`src/rtl/control_sequencer.sv`:
```
// control_sequencer: hardwired Moore control unit for the single-bus datapath.
// Fetches an instruction (T0..T2), latches its opcode, then steps through the
// execute sequence for R-ALU, I-ALU, ld, st, halt or illegal opcodes.
// Memory steps wait on Mem_ready with a bounded timeout that raises Bus_error.
// Ports:
//   Clock, Clear (sync active-high), IR, Mem_ready, Stop  - inputs
//   PCout..Rout strobes, ALU_op                            - datapath controls
//   Run, Bus_error (sticky), Illegal (pulse), State        - status / debug
module control_sequencer #(
  parameter int unsigned DATA_WIDTH = 32,
  parameter int unsigned OPCODE_W   = 5,
  parameter int unsigned ALU_OP_W   = 4,
  parameter int unsigned TIMEOUT    = 15
) (
  input  logic                  Clock,
  input  logic                  Clear,
  input  logic [DATA_WIDTH-1:0] IR,
  input  logic                  Mem_ready,
  input  logic                  Stop,
  output logic                  PCout,
  output logic                  Zlowout,
  output logic                  MDRout,
  output logic                  BAout,
  output logic                  Cout,
  output logic                  MARin,
  output logic                  Zin,
  output logic                  PCin,
  output logic                  MDRin,
  output logic                  IRin,
  output logic                  Yin,
  output logic                  IncPC,
  output logic                  Read,
  output logic                  Write,
  output logic                  Gra,
  output logic                  Grb,
  output logic                  Grc,
  output logic                  Rin,
  output logic                  Rout,
  output logic [ALU_OP_W-1:0]   ALU_op,
  output logic                  Run,
  output logic                  Bus_error,
  output logic                  Illegal,
  output logic [3:0]            State
);

  localparam int unsigned CNT_W = $clog2(TIMEOUT + 1);

  localparam logic [OPCODE_W-1:0] OP_LD   = OPCODE_W'(0);
  localparam logic [OPCODE_W-1:0] OP_ST   = OPCODE_W'(2);
  localparam logic [OPCODE_W-1:0] OP_ADD  = OPCODE_W'(3);
  localparam logic [OPCODE_W-1:0] OP_SUB  = OPCODE_W'(4);
  localparam logic [OPCODE_W-1:0] OP_AND  = OPCODE_W'(5);
  localparam logic [OPCODE_W-1:0] OP_OR   = OPCODE_W'(6);
  localparam logic [OPCODE_W-1:0] OP_ADDI = OPCODE_W'(11);
  localparam logic [OPCODE_W-1:0] OP_ANDI = OPCODE_W'(12);
  localparam logic [OPCODE_W-1:0] OP_ORI  = OPCODE_W'(13);
  localparam logic [OPCODE_W-1:0] OP_HALT = OPCODE_W'(27);

  typedef enum logic [3:0] {
    S_RESET = 4'd0,
    S_T0    = 4'd1,
    S_T1    = 4'd2,
    S_T2    = 4'd3,
    S_T3    = 4'd4,
    S_T4    = 4'd5,
    S_T5    = 4'd6,
    S_T6    = 4'd7,
    S_T7    = 4'd8,
    S_HALT  = 4'd15
  } state_t;

  state_t              state, state_next, boundary;
  logic [OPCODE_W-1:0] opcode;
  logic [CNT_W-1:0]    wait_cnt, cnt_next;
  logic                stop_pend;
  logic                wait_step, timeout;
  logic                is_ralu, is_ialu, is_ld, is_st, is_halt, is_illegal;
  logic [1:0]          alu_sel;

  // Operand bits of IR are decoded by the datapath, not here.
  logic unused_ir;
  assign unused_ir = ^IR[DATA_WIDTH-OPCODE_W-1:0];

  // Instruction class decode from the latched opcode.
  assign is_ralu    = opcode inside {OP_ADD, OP_SUB, OP_AND, OP_OR};
  assign is_ialu    = opcode inside {OP_ADDI, OP_ANDI, OP_ORI};
  assign is_ld      = (opcode == OP_LD);
  assign is_st      = (opcode == OP_ST);
  assign is_halt    = (opcode == OP_HALT);
  assign is_illegal = !(is_ralu || is_ialu || is_ld || is_st || is_halt);

  // ALU function: 0=ADD, 1=SUB, 2=AND, 3=OR.
  always_comb begin
    alu_sel = 2'd0;
    if (opcode == OP_SUB) alu_sel = 2'd1;
    if (opcode == OP_AND || opcode == OP_ANDI) alu_sel = 2'd2;
    if (opcode == OP_OR  || opcode == OP_ORI)  alu_sel = 2'd3;
  end

  // State register, wait counter, sticky error, opcode latch, pending stop.
  always_ff @(posedge Clock) begin
    if (Clear) begin
      state     <= S_RESET;
      wait_cnt  <= '0;
      Bus_error <= 1'b0;
      opcode    <= '0;
      stop_pend <= 1'b0;
    end else begin
      state    <= state_next;
      wait_cnt <= cnt_next;
      if (timeout) Bus_error <= 1'b1;
      if (state == S_T2) opcode <= IR[DATA_WIDTH-1 -: OPCODE_W];
      // A stop request is remembered until the next instruction boundary.
      stop_pend <= (state_next == S_HALT) ? 1'b0 : (stop_pend | Stop);
    end
  end

  // Next-state logic including memory wait steps.
  always_comb begin
    state_next = state;
    cnt_next   = '0;
    timeout    = 1'b0;
    wait_step  = 1'b0;
    boundary   = (Stop || stop_pend) ? S_HALT : S_T0;
    case (state)
      S_RESET: state_next = S_T0;
      S_T0:    state_next = S_T1;
      S_T1: begin
        wait_step  = 1'b1;
        state_next = S_T2;
      end
      S_T2:    state_next = S_T3;
      S_T3: begin
        if (is_halt)         state_next = S_HALT;
        else if (is_illegal) state_next = boundary;
        else                 state_next = S_T4;
      end
      S_T4:    state_next = S_T5;
      S_T5:    state_next = (is_ralu || is_ialu) ? boundary : S_T6;
      S_T6: begin
        wait_step  = is_ld;
        state_next = S_T7;
      end
      S_T7: begin
        wait_step  = is_st;
        state_next = boundary;
      end
      S_HALT:  state_next = S_HALT;
      default: state_next = S_RESET;
    endcase
    // Hold while memory is busy; the TIMEOUT-th busy cycle aborts to HALT.
    if (wait_step && !Mem_ready) begin
      if (wait_cnt == CNT_W'(TIMEOUT - 1)) begin
        state_next = S_HALT;
        timeout    = 1'b1;
      end else begin
        state_next = state;
        cnt_next   = wait_cnt + CNT_W'(1);
      end
    end
  end

  // Moore output decode from state and latched opcode.
  always_comb begin
    PCout = 1'b0; Zlowout = 1'b0; MDRout = 1'b0; BAout = 1'b0; Cout = 1'b0;
    MARin = 1'b0; Zin = 1'b0; PCin = 1'b0; MDRin = 1'b0; IRin = 1'b0;
    Yin = 1'b0; IncPC = 1'b0; Read = 1'b0; Write = 1'b0;
    Gra = 1'b0; Grb = 1'b0; Grc = 1'b0; Rin = 1'b0; Rout = 1'b0;
    ALU_op  = '0;
    Illegal = 1'b0;
    Run     = (state != S_RESET) && (state != S_HALT);
    State   = state;
    case (state)
      S_T0: begin PCout = 1'b1; MARin = 1'b1; IncPC = 1'b1; Zin = 1'b1; end
      S_T1: begin Zlowout = 1'b1; PCin = 1'b1; Read = 1'b1; MDRin = 1'b1; end
      S_T2: begin MDRout = 1'b1; IRin = 1'b1; end
      S_T3: begin
        if (is_ralu || is_ialu) begin Grb = 1'b1; Rout = 1'b1; Yin = 1'b1; end
        if (is_ld || is_st)     begin Grb = 1'b1; BAout = 1'b1; Yin = 1'b1; end
        Illegal = is_illegal;
      end
      S_T4: begin
        Zin = 1'b1;
        if (is_ralu) begin Grc = 1'b1; Rout = 1'b1; end
        else         Cout = 1'b1;
        if (is_ralu || is_ialu) ALU_op = ALU_OP_W'(alu_sel);
      end
      S_T5: begin
        Zlowout = 1'b1;
        if (is_ralu || is_ialu) begin Gra = 1'b1; Rin = 1'b1; end
        else                    MARin = 1'b1;
      end
      S_T6: begin
        MDRin = 1'b1;
        if (is_ld) Read = 1'b1;
        else begin Gra = 1'b1; Rout = 1'b1; end
      end
      S_T7: begin
        if (is_ld) begin MDRout = 1'b1; Gra = 1'b1; Rin = 1'b1; end
        else       Write = 1'b1;
      end
      default: ;
    endcase
  end

endmodule

```
`config.mk`:
```
export PLATFORM = sky130hd
export DESIGN_NAME = control_sequencer
export DESIGN_NICKNAME = d
export VERILOG_FILES = /design/src/rtl/control_sequencer.sv
export SDC_FILE = /design/constraint.sdc
export NUM_CORES = 1
export LEC_CHECK = 0
export ABC_AREA = 1
export CAP_MARGIN = 15
export CORE_MARGIN = 1.5
export CORE_UTILIZATION = 40
export DETAILED_ROUTE_END_ITERATION = 10
export HOLD_SLACK_MARGIN = 0.06
export PLACE_DENSITY = 0.84
export SYNTH_ARGS = -nofsm -noshare
export SYNTH_HDL_FRONTEND = slang
export SYNTH_SLANG_ARGS = --single-unit
export TNS_END_PERCENT = 50
```
`constraint.sdc`:
```
create_clock -name Clock -period 4.33 [get_ports Clock]
set_input_delay 0.866 -clock Clock [delete_from_list [all_inputs] [get_ports Clock]]
set_output_delay 0.866 -clock Clock [all_outputs]
set_load 0.05 [all_outputs]
```
# [After elaboration in Yosys (flattened, before gate mapping)]
# Index checks and enable logic that the tools add are counted.
# W data, S select, Z words.
[classes] shifts=0 div=0 muxes=41 eq_ne=21 n_lt_le_gt_ge=0 addsub=1 multipliers=0 bitwise=2 reduce_logical=22
[op_table] operator="$pmux W4 S10" n=1
[op_table] operator="$mux W4" n=6
[op_table] operator="$mux W1" n=23
[op_table] operator="$eq A4 B3 Y1 const B" n=4
[op_table] operator="$eq A4 B4 Y1 const B" n=4
[op_table] operator="$eq A5 B3 Y1 const B" n=3
[op_table] operator="$eq A5 B4 Y1 const B" n=3
[op_table] operator="$eq A5 B2 Y1 const B" n=2
[op_table] operator="$pmux W1 S3" n=3
[op_table] operator="$eq A4 B2 Y1 const B" n=2
[op_table] operator="$logic_or A1 B1 Y1" n=8
[op_table] operator="$mux W2" n=4
[op_table] operator="$pmux W1 S2" n=4
[op_table] operator="$reduce_bool A4 Y1" n=2
[op_table] operator="$reduce_or A2 Y1" n=4
[op_table] operator="$eq A5 B5 Y1 const B" n=1
[op_table] operator="$logic_not A5 Y1" n=1
[op_table] operator="$add A4 B1 Y4 const B" n=1
[op_table] operator="$eq A4 B1 Y1 const B" n=1
[op_table] operator="$logic_not A4 Y1" n=1
[op_table] operator="$ne A4 B4 Y1 const B" n=1
[op_table] operator="$reduce_bool A3 Y1" n=1
[op_table] operator="$reduce_or A3 Y1" n=1
[op_table] operator="$logic_and A1 B1 Y1" n=2
[op_table] operator="3 further kinds" n=4
[word_totals] input_bits=36 regBits=15 out_inout_bits=30 romBits=0 mem_count=0 latch_bits=0 elab_cells=92 ramBits=0

# [Logic depth before layout (Yosys ltp)]
# Gate-level depths: netlist of run 1.
[logic_depth] depth_word=12 depth_mapped=13 depth_no_buf=12

# [Least setup slack after synthesis of run 1]
# Ideal clock, no wire load.
[synth_path] path_kind="register -> output" start="register state[0] (netlist: State[0])" end="output port ALU_op[0]" t_arrival_ns=3.004 path_stages_with_launch=7 slack_ns=0.460 n_path_buf=0 required_time_ns=3.464 path_cell_list="dfxtp_1 inv_2 nor3_2 inv_2 nor2_2 inv_1 a211oi_1"
[synth_via] elab_chain_cells=2
[synth_lines] item="start: declaration" line="72" source="state_t state, state_next, boundary;"
[synth_lines] item="start signal: assignment" line="109" source="state <= state_next;"
[synth_lines] item="$eq A4 B3 Y1" line="173" source="case (state)"
[synth_lines] item="$mux W2" line="173"
[synth_lines] item="end: declaration" line="39" source="output logic [ALU_OP_W-1:0] ALU_op,"
# Every way passes these cells.

# [Worst setup path in the final report of run 1]
[layout_path] start="register opcode[4]" end="output port Illegal"
[layout_via] elab_chain_cells=8 elab_cells_between_ends=18 classes_between="eq/ne (9); mux (1); reduce/logical (8)"
[layout_lines] item="start: declaration" line="73" source="logic [OPCODE_W-1:0] opcode;"
[layout_lines] item="start signal: assignment" line="112" source="if (state == S_T2) opcode <= IR[DATA_WIDTH-1 -: OPCODE_W];"
[layout_lines] item="$eq A5 B2 Y1 (tied with other cells)" line="85" source="assign is_ralu = opcode inside {OP_ADD, OP_SUB, OP_AND, OP_OR};"
[layout_lines] item="$reduce_bool A4 Y1 or $reduce_bool A3 Y1 (tied branches)" line="85, 86"
[layout_lines] item="$logic_or A1 B1 Y1 (3 in a row)" line="90" source="assign is_illegal = !(is_ralu || is_ialu || is_ld || is_st || is_halt);"
[layout_lines] item="$logic_or A1 B1 Y1 *" line="90"
[layout_lines] item="$logic_not A1 Y1 *" line="90"
[layout_lines] item="$mux W1 *" line="173"
[layout_lines] item="end: declaration" line="42" source="output logic Illegal,"
# Mark *: on every way between the ends. The rest lies on a longest branch, timed or not.

==> qor.csv, run 1 <==
stage;metric;value;unit
layout;layout cells sized above 1;12.0;%
placed_design;setup slack at placement;1320;ps
floorplanning;Die H;55.9;um
grt;All-Layer GR Usage;16.8;%
timing;fin crit period;3310;ps
power;clock power share;9.1;%
floorplanning;Die W;55.9;um
cts;Post-CTS Hold Buffers;0;
drt;drt pass-1 iters;4;
timing;setup TNS;0;ps
logic_synthesis;Netlist cell types;29;
floorplanning;DIE AREA;3120;sq um
cts;H-Tree Level Count;1;
timing;max-slew violations;0;
timing;Final setup viols;0;
cts;TritonCTS clock tree;built;
layout;most frequent cells in the layout;nand2_1, clkdlybuf4s50_1, nor2_1;
placed_design;placed insts;243;
logic_synthesis;Yosys reg bits;15;
power;Comb pwr share;68.2;%
cts;# resized after CTS;0;
layout;diode count;0;
timing;period utilization;76.4;%
timing;WHS;477;ps
power;LEAKAGE;0.740;nW
drt;DRC;0;
drt;Total Wirelength;2.55;mm
timing;Setup Skew;10.5;ps
drt;WL met1;1.21;mm
timing;measured slew at the worst slew-check pin;513;ps
setup_path;Critical Path AT;2440;ps
setup_path;Worst setup EP type;output pin;
drt;met2 routed WL;1.22;mm
hold_path;worst hold-check path type;reg2reg;
grt;first-pass GRT wire length;4.37;mm
setup_path;WP data required;3460;ps
floorplanning;placeable core area;2570;sq um
setup_path;worst r2r src;State[1];
drt;vias;1200;
logic_synthesis;YS warnings;0;
cts;postcts setup bufs;0;
power;Seq pwr share;22.6;%
setup_path;Setup crit start;opcode[4];
floorplanning;row cnt;18;
power;Sw Share;56.2;%
placed_design;gp weighted congestion;0.872;
timing;Max transition margin;65.7;%
timing;Fin. Hold Viols;0;
cts;Reg clk slew, reported paths;90;ps
drt;top sig layer;met4;
grt;largest net degree at the start of global routing;13;
power;Pint;0.374;mW
timing;setup ws final;1020;ps
run;max cap viols;0;
drt;Detail Route Antenna Nets;0;
layout;# nets final;256;
cts;Clk Latency, worst-skew pair;280;ps
logic_synthesis;Syn Inst Count;182;
timing;RSZ-0062 raised after global routing;no;
grt;initial antenna violation count;0;
cts;clock buffer depth;2;
layout;Final Non-Filler Cells;247;
setup_path;Crit Path Category;reg2out;
power;Pwr Density;569;nW/um^2
drt;WL met3;109;um
floorplanning;initial core utilization;43.6;%
grt;vias in the first global route;1058;
drt;Initial DRC Count;26;
logic_synthesis;Cell Area, Synth;1120;sq um
drt;Wirelength per Cell;10.3;um
drt;Via-to-Cell Ratio;4.86;
layout;commonest non-fill, non-tap cell in the layout;nand2_1;
hold_path;worst hold path stage count;1;
status;outcome;finished clean;
hold_path;worst hold path startpoint;wait_cnt[0];
cts;CTS Sinks;15;
power;NetSw;0.481;mW
placed_design;number of port buffers;36;
cts;TritonCTS buffer count;3;
grt;total gr overflow;0;
timing;Fmax;302;MHz
setup_path;depth of the worst register-to-register path;11;
layout;P&R area growth vs syn;34.2;%
setup_path;CP startpoint kind;register;
cts;clock root buffer;clkbuf_4;
placed_design;DPL Wire Length;2.18;mm
setup_path;critical-path maximum fanout;6;
logic_synthesis;Synth Area per Inst;6.15;sq um
layout;fillers;276;
power;Peak VDD IR;0.381;mV
floorplanning;IO Count;66;
logic_synthesis;register area share after synthesis;26.8;%
## cell families after synthesis
group / synth area share [%]
adder cells (fa/ha/maj): 2.24
AO/OA/AOI/OAI: 11.3
flip-flops: 26.8
XOR/XNOR: 1.57
other: 0.335
AND/OR/NAND/NOR: 43.1
buffers and inverters: 14.7
## cell usage after synthesis
cell type  number  area (sq um)
nand2_1        41           154
nor2_1         27           101
inv_1          25          93.8
dfxtp_1        15           300
nand3_1        13          65.1
a21oi_1         9          45.0
o21ai_0         9          45.0
inv_2           5          18.8
nor2_2          5          31.3
buf_4           4          30.0
nand2_2         4          25.0
nand3_2         3          30.0
nand4_1         3          18.8
ha_1            2          25.0
nor2_4          2          22.5
o211ai_1        2          15.0
a211oi_1        1          7.51
a31oi_1         1          6.26
buf_2           1          5.00
buf_6           1          11.3
clkinv_2        1          5.00
conb_1          1          3.75
nand2_4         1          11.3
nand3b_1        1          7.51
nor3_1          1          5.00
nor3_2          1          10.0
o21a_1          1          7.51
xnor2_1         1          8.76
xor2_1          1          8.76
## path summary, 6_finish.rpt
kind / to / slack, ps
setup / recovery: Illegal / 1020
hold / removal: wait_cnt[0] / 480
setup reg to reg: stop_pend / 2700
hold reg to reg: wait_cnt[0] / 480
## layer usage
metal	GRT usage (%)	vias to the layer above
li1	-	639
met1	23.2	524
met2	27.7	35
met3	2.09	2
met4	4.42	0
met5	0	-
## critical path, cell delays in order, from the launching register on
cell and delay, ps:
dfxtp_1 460, inv_2 90, nand3_1 120, nand2_2 100, nor2_4 160, inv_1 80
a31oi_1 190, nand2_1 70, nor2_1 100, clkdlybuf4s50_1 810
## power groups by stage
stage / Combinational (mW) / Sequential [mW] / Clock, mW
6_report: 0.583 / 0.194 / 0.0782
5_1_grt: 0.623 / 0.199 / 0.0866
4_1_cts: 0.586 / 0.194 / 0.0785
3_5_place_dp: 0.586 / 0.197 / 0
3_3_place_gp: 0.578 / 0.196 / 0
2_1_floorplan: 0.411 / 0.223 / 0
## sequential cells by signal (all words and copies together) (netlist names)
register and flops:
stop_pend 1, opcode 5, State 4, Bus_error 1, wait_cnt 4
## area by class of cell
type	instances	area (sq um)	area share (%)
clock buffers	3	22.5	1.50
clock inverters	1	5.00	0.333
inverters	31	118	7.83
multi-input cells	131	658	43.8
flip-flops and latches	15	300	20.0
well taps	30	37.5	2.50
repair buffers	36	360	24.0
## metrics by stage
step	instance area (sq um)	total power [mW]	util [%]
after CTS	1500	0.859	58.5
final	1500	0.855	58.5
after global routing	1500	0.909	58.5
after detailed placement	1470	0.783	57.4
after global placement	1470	0.774	57.4
after floorplan	1120	0.634	-
Power figures use the tool's default switching activity.
==> inputs of run 2 (changes only) <==
CORE_UTILIZATION = 34   (was 40)
PLACE_DENSITY = 0.76   (was 0.84)
clock period = 2.9 ns   (was 4.33 ns; I/O delays follow)
==> run 2 against run 1 <==
Effect of this change:
- clock power rose by 59%
- count of clock-buffer cells in the layout did not move
- setup slack got worse by 920 ps
- critical path type unchanged
- highest routed layer unchanged
==> qor.csv, run 2 (synthesis results as in run 1) <==
stage;metric;value;unit;change
placed_design;gp weighted congestion;0.893;;was 0.872
drt;Total Wirelength;2.63;mm;was 2.55 mm
setup_path;Worst setup EP type;output pin;;unchanged
placed_design;number of port buffers;36;;unchanged
setup_path;Critical Path AT;2220;ps;was 2440 ps
timing;measured slew at the worst slew-check pin;507;ps;was 513 ps
grt;largest net degree at the start of global routing;13;;unchanged
layout;multi-input logic area;683;sq um;was 658 sq um
cts;Post-CTS Hold Buffers;0;;unchanged
placed_design;DPL Wire Length;2.17;mm;was 2.18 mm
grt;initial antenna violation count;0;;unchanged
timing;period utilization;96.6;%;
cts;CTS Sinks;15;;unchanged
drt;vias;1192;;was 1,200
floorplanning;IO Count;66;;unchanged
drt;WL met3;102;um;was 109 um
floorplanning;DIE AREA;3640;sq um;was 3120 sq um
layout;Reg with most FFs;opcode;;unchanged
power;Power Total;1.30;mW;was 0.855 mW
timing;RSZ-0062 raised after global routing;no;;unchanged
setup_path;depth of the worst register-to-register path;11;;unchanged
layout;most frequent cells in the layout;nand2_1, nor2_1, inv_1;;was nand2_1, clkdlybuf4s50_1, nor2_1
drt;met2 routed WL;1.18;mm;was 1.22 mm
floorplanning;row cnt;20;;was 18
timing;Final setup viols;0;;unchanged
drt;drt pass-1 iters;4;;unchanged
cts;TritonCTS clock tree;built;;unchanged
placed_design;placed insts;257;;was 243
setup_path;Crit Path Category;reg2out;;unchanged
layout;fillers;319;;was 276
status;outcome;finished clean;;unchanged
drt;WL met1;1.33;mm;was 1.21 mm
layout;layout cells sized above 1;16.1;%;was 12.0%
placed_design;setup slack at placement;295;ps;was 1320 ps
cts;postcts setup bufs;0;;unchanged
timing;Fin. Hold Viols;0;;unchanged
cts;H-Tree Level Count;1;;unchanged
setup_path;CP startpoint kind;register;;unchanged
layout;fin area;1540;sq um;was 1500 sq um
power;Pwr Density;841;nW/um^2;was 569 nW/um^2
run;max cap viols;0;;unchanged
floorplanning;placeable core area;3080;sq um;was 2570 sq um
layout;Final Non-Filler Cells;261;;was 247
drt;Wirelength per Cell;10.1;um;was 10.3 um
grt;first-pass GRT wire length;4.40;mm;was 4.37 mm
drt;Via-to-Cell Ratio;4.57;;was 4.86
hold_path;worst hold-check path type;reg2reg;;unchanged
drt;DRC;0;;unchanged
timing;WHS;483;ps;was 477 ps
cts;Reg clk slew, reported paths;100;ps;was 90 ps
layout;max FFs per register;5;;unchanged
setup_path;WP data required;2320;ps;was 3460 ps
timing;Setup Skew;12.0;ps;was 10.5 ps
layout;P&R area growth vs syn;37.7;%;was 34.2%
placed_design;Cell Area, Placed;1500;sq um;was 1470 sq um
cts;Clk Latency, worst-skew pair;290;ps;was 280 ps
setup_path;critical-path maximum fanout;9;;was 6
timing;setup ws final;97.3;ps;was 1020 ps
hold_path;worst hold path stage count;1;;unchanged
layout;Final Core Density;50.0;%;was 58.5%
floorplanning;Die W;60.4;um;was 55.9 um
grt;vias in the first global route;1009;;was 1,058
cts;TritonCTS buffer count;3;;unchanged
layout;register area;300;sq um;unchanged
drt;Initial DRC Count;29;;was 26
timing;Max transition margin;66.2;%;was 65.7%
timing;fin crit period;2800;ps;
drt;top sig layer;met4;;unchanged
layout;# nets final;256;;unchanged
grt;total gr overflow;0;;unchanged
power;LEAKAGE;0.844;nW;was 0.740 nW
timing;max-slew violations;0;;unchanged
layout;commonest non-fill, non-tap cell in the layout;nand2_1;;unchanged
floorplanning;initial core utilization;36.3;%;was 43.6%
cts;clock root buffer;clkbuf_4;;unchanged
power;Peak VDD IR;0.296;mV;was 0.381 mV
floorplanning;Die H;60.4;um;was 55.9 um
timing;Fmax;357;MHz;
cts;clock buffer depth;2;;unchanged
layout;diode count;0;;unchanged
grt;All-Layer GR Usage;15.4;%;was 16.8%
timing;setup TNS;0;ps;unchanged
drt;Detail Route Antenna Nets;0;;unchanged
run 2: timing repair:
action | CTS | global route
setup endpoints to repair | 1 | 5
pin swaps | 0 | 0
gates resized for setup | 1 | 5
run 2: layer usage:
metal	vias to the layer above	global-route usage, %
met5	-	0
met4	0	5.71
met3	4	1.49
met2	31	23.4
met1	526	22.5
li1	631	-
run 2: power breakdown:
group / leakage (nW) / switching [mW] / internal [mW] / total [mW]
registers: 0.122 / 0.0558 / 0.239 / 0.295
clock network: 0.0177 / 0.0727 / 0.0513 / 0.124
logic: 0.704 / 0.610 / 0.267 / 0.877
run 2: layout make-up:
type / count / area share [%]
Clock buffer: 3 / 1.46
Clock inverter: 1 / 0.325
Inverter: 31 / 7.64
Multi-Input combinational cell: 131 / 44.4
Sequential cell: 15 / 19.5
Tap cell: 44 / 3.57
Timing Repair Buffer: 36 / 23.2
run 2: worst max-delay path: stages (launching register included):
cell	delay, ps
dfxtp_1	570
nand2_2	120
nor2_1	260
nand2_2	110
nand2_1	70
clkdlybuf4s50_1	800
run 2: worst paths after layout:
check	start	endpoint	slack, ps
worst max-delay path	State[1]	Read	100
worst min-delay path	wait_cnt[0]	wait_cnt[0]	480
worst max register to register	State[1]	stop_pend	1210
worst min register to register	wait_cnt[0]	wait_cnt[0]	480
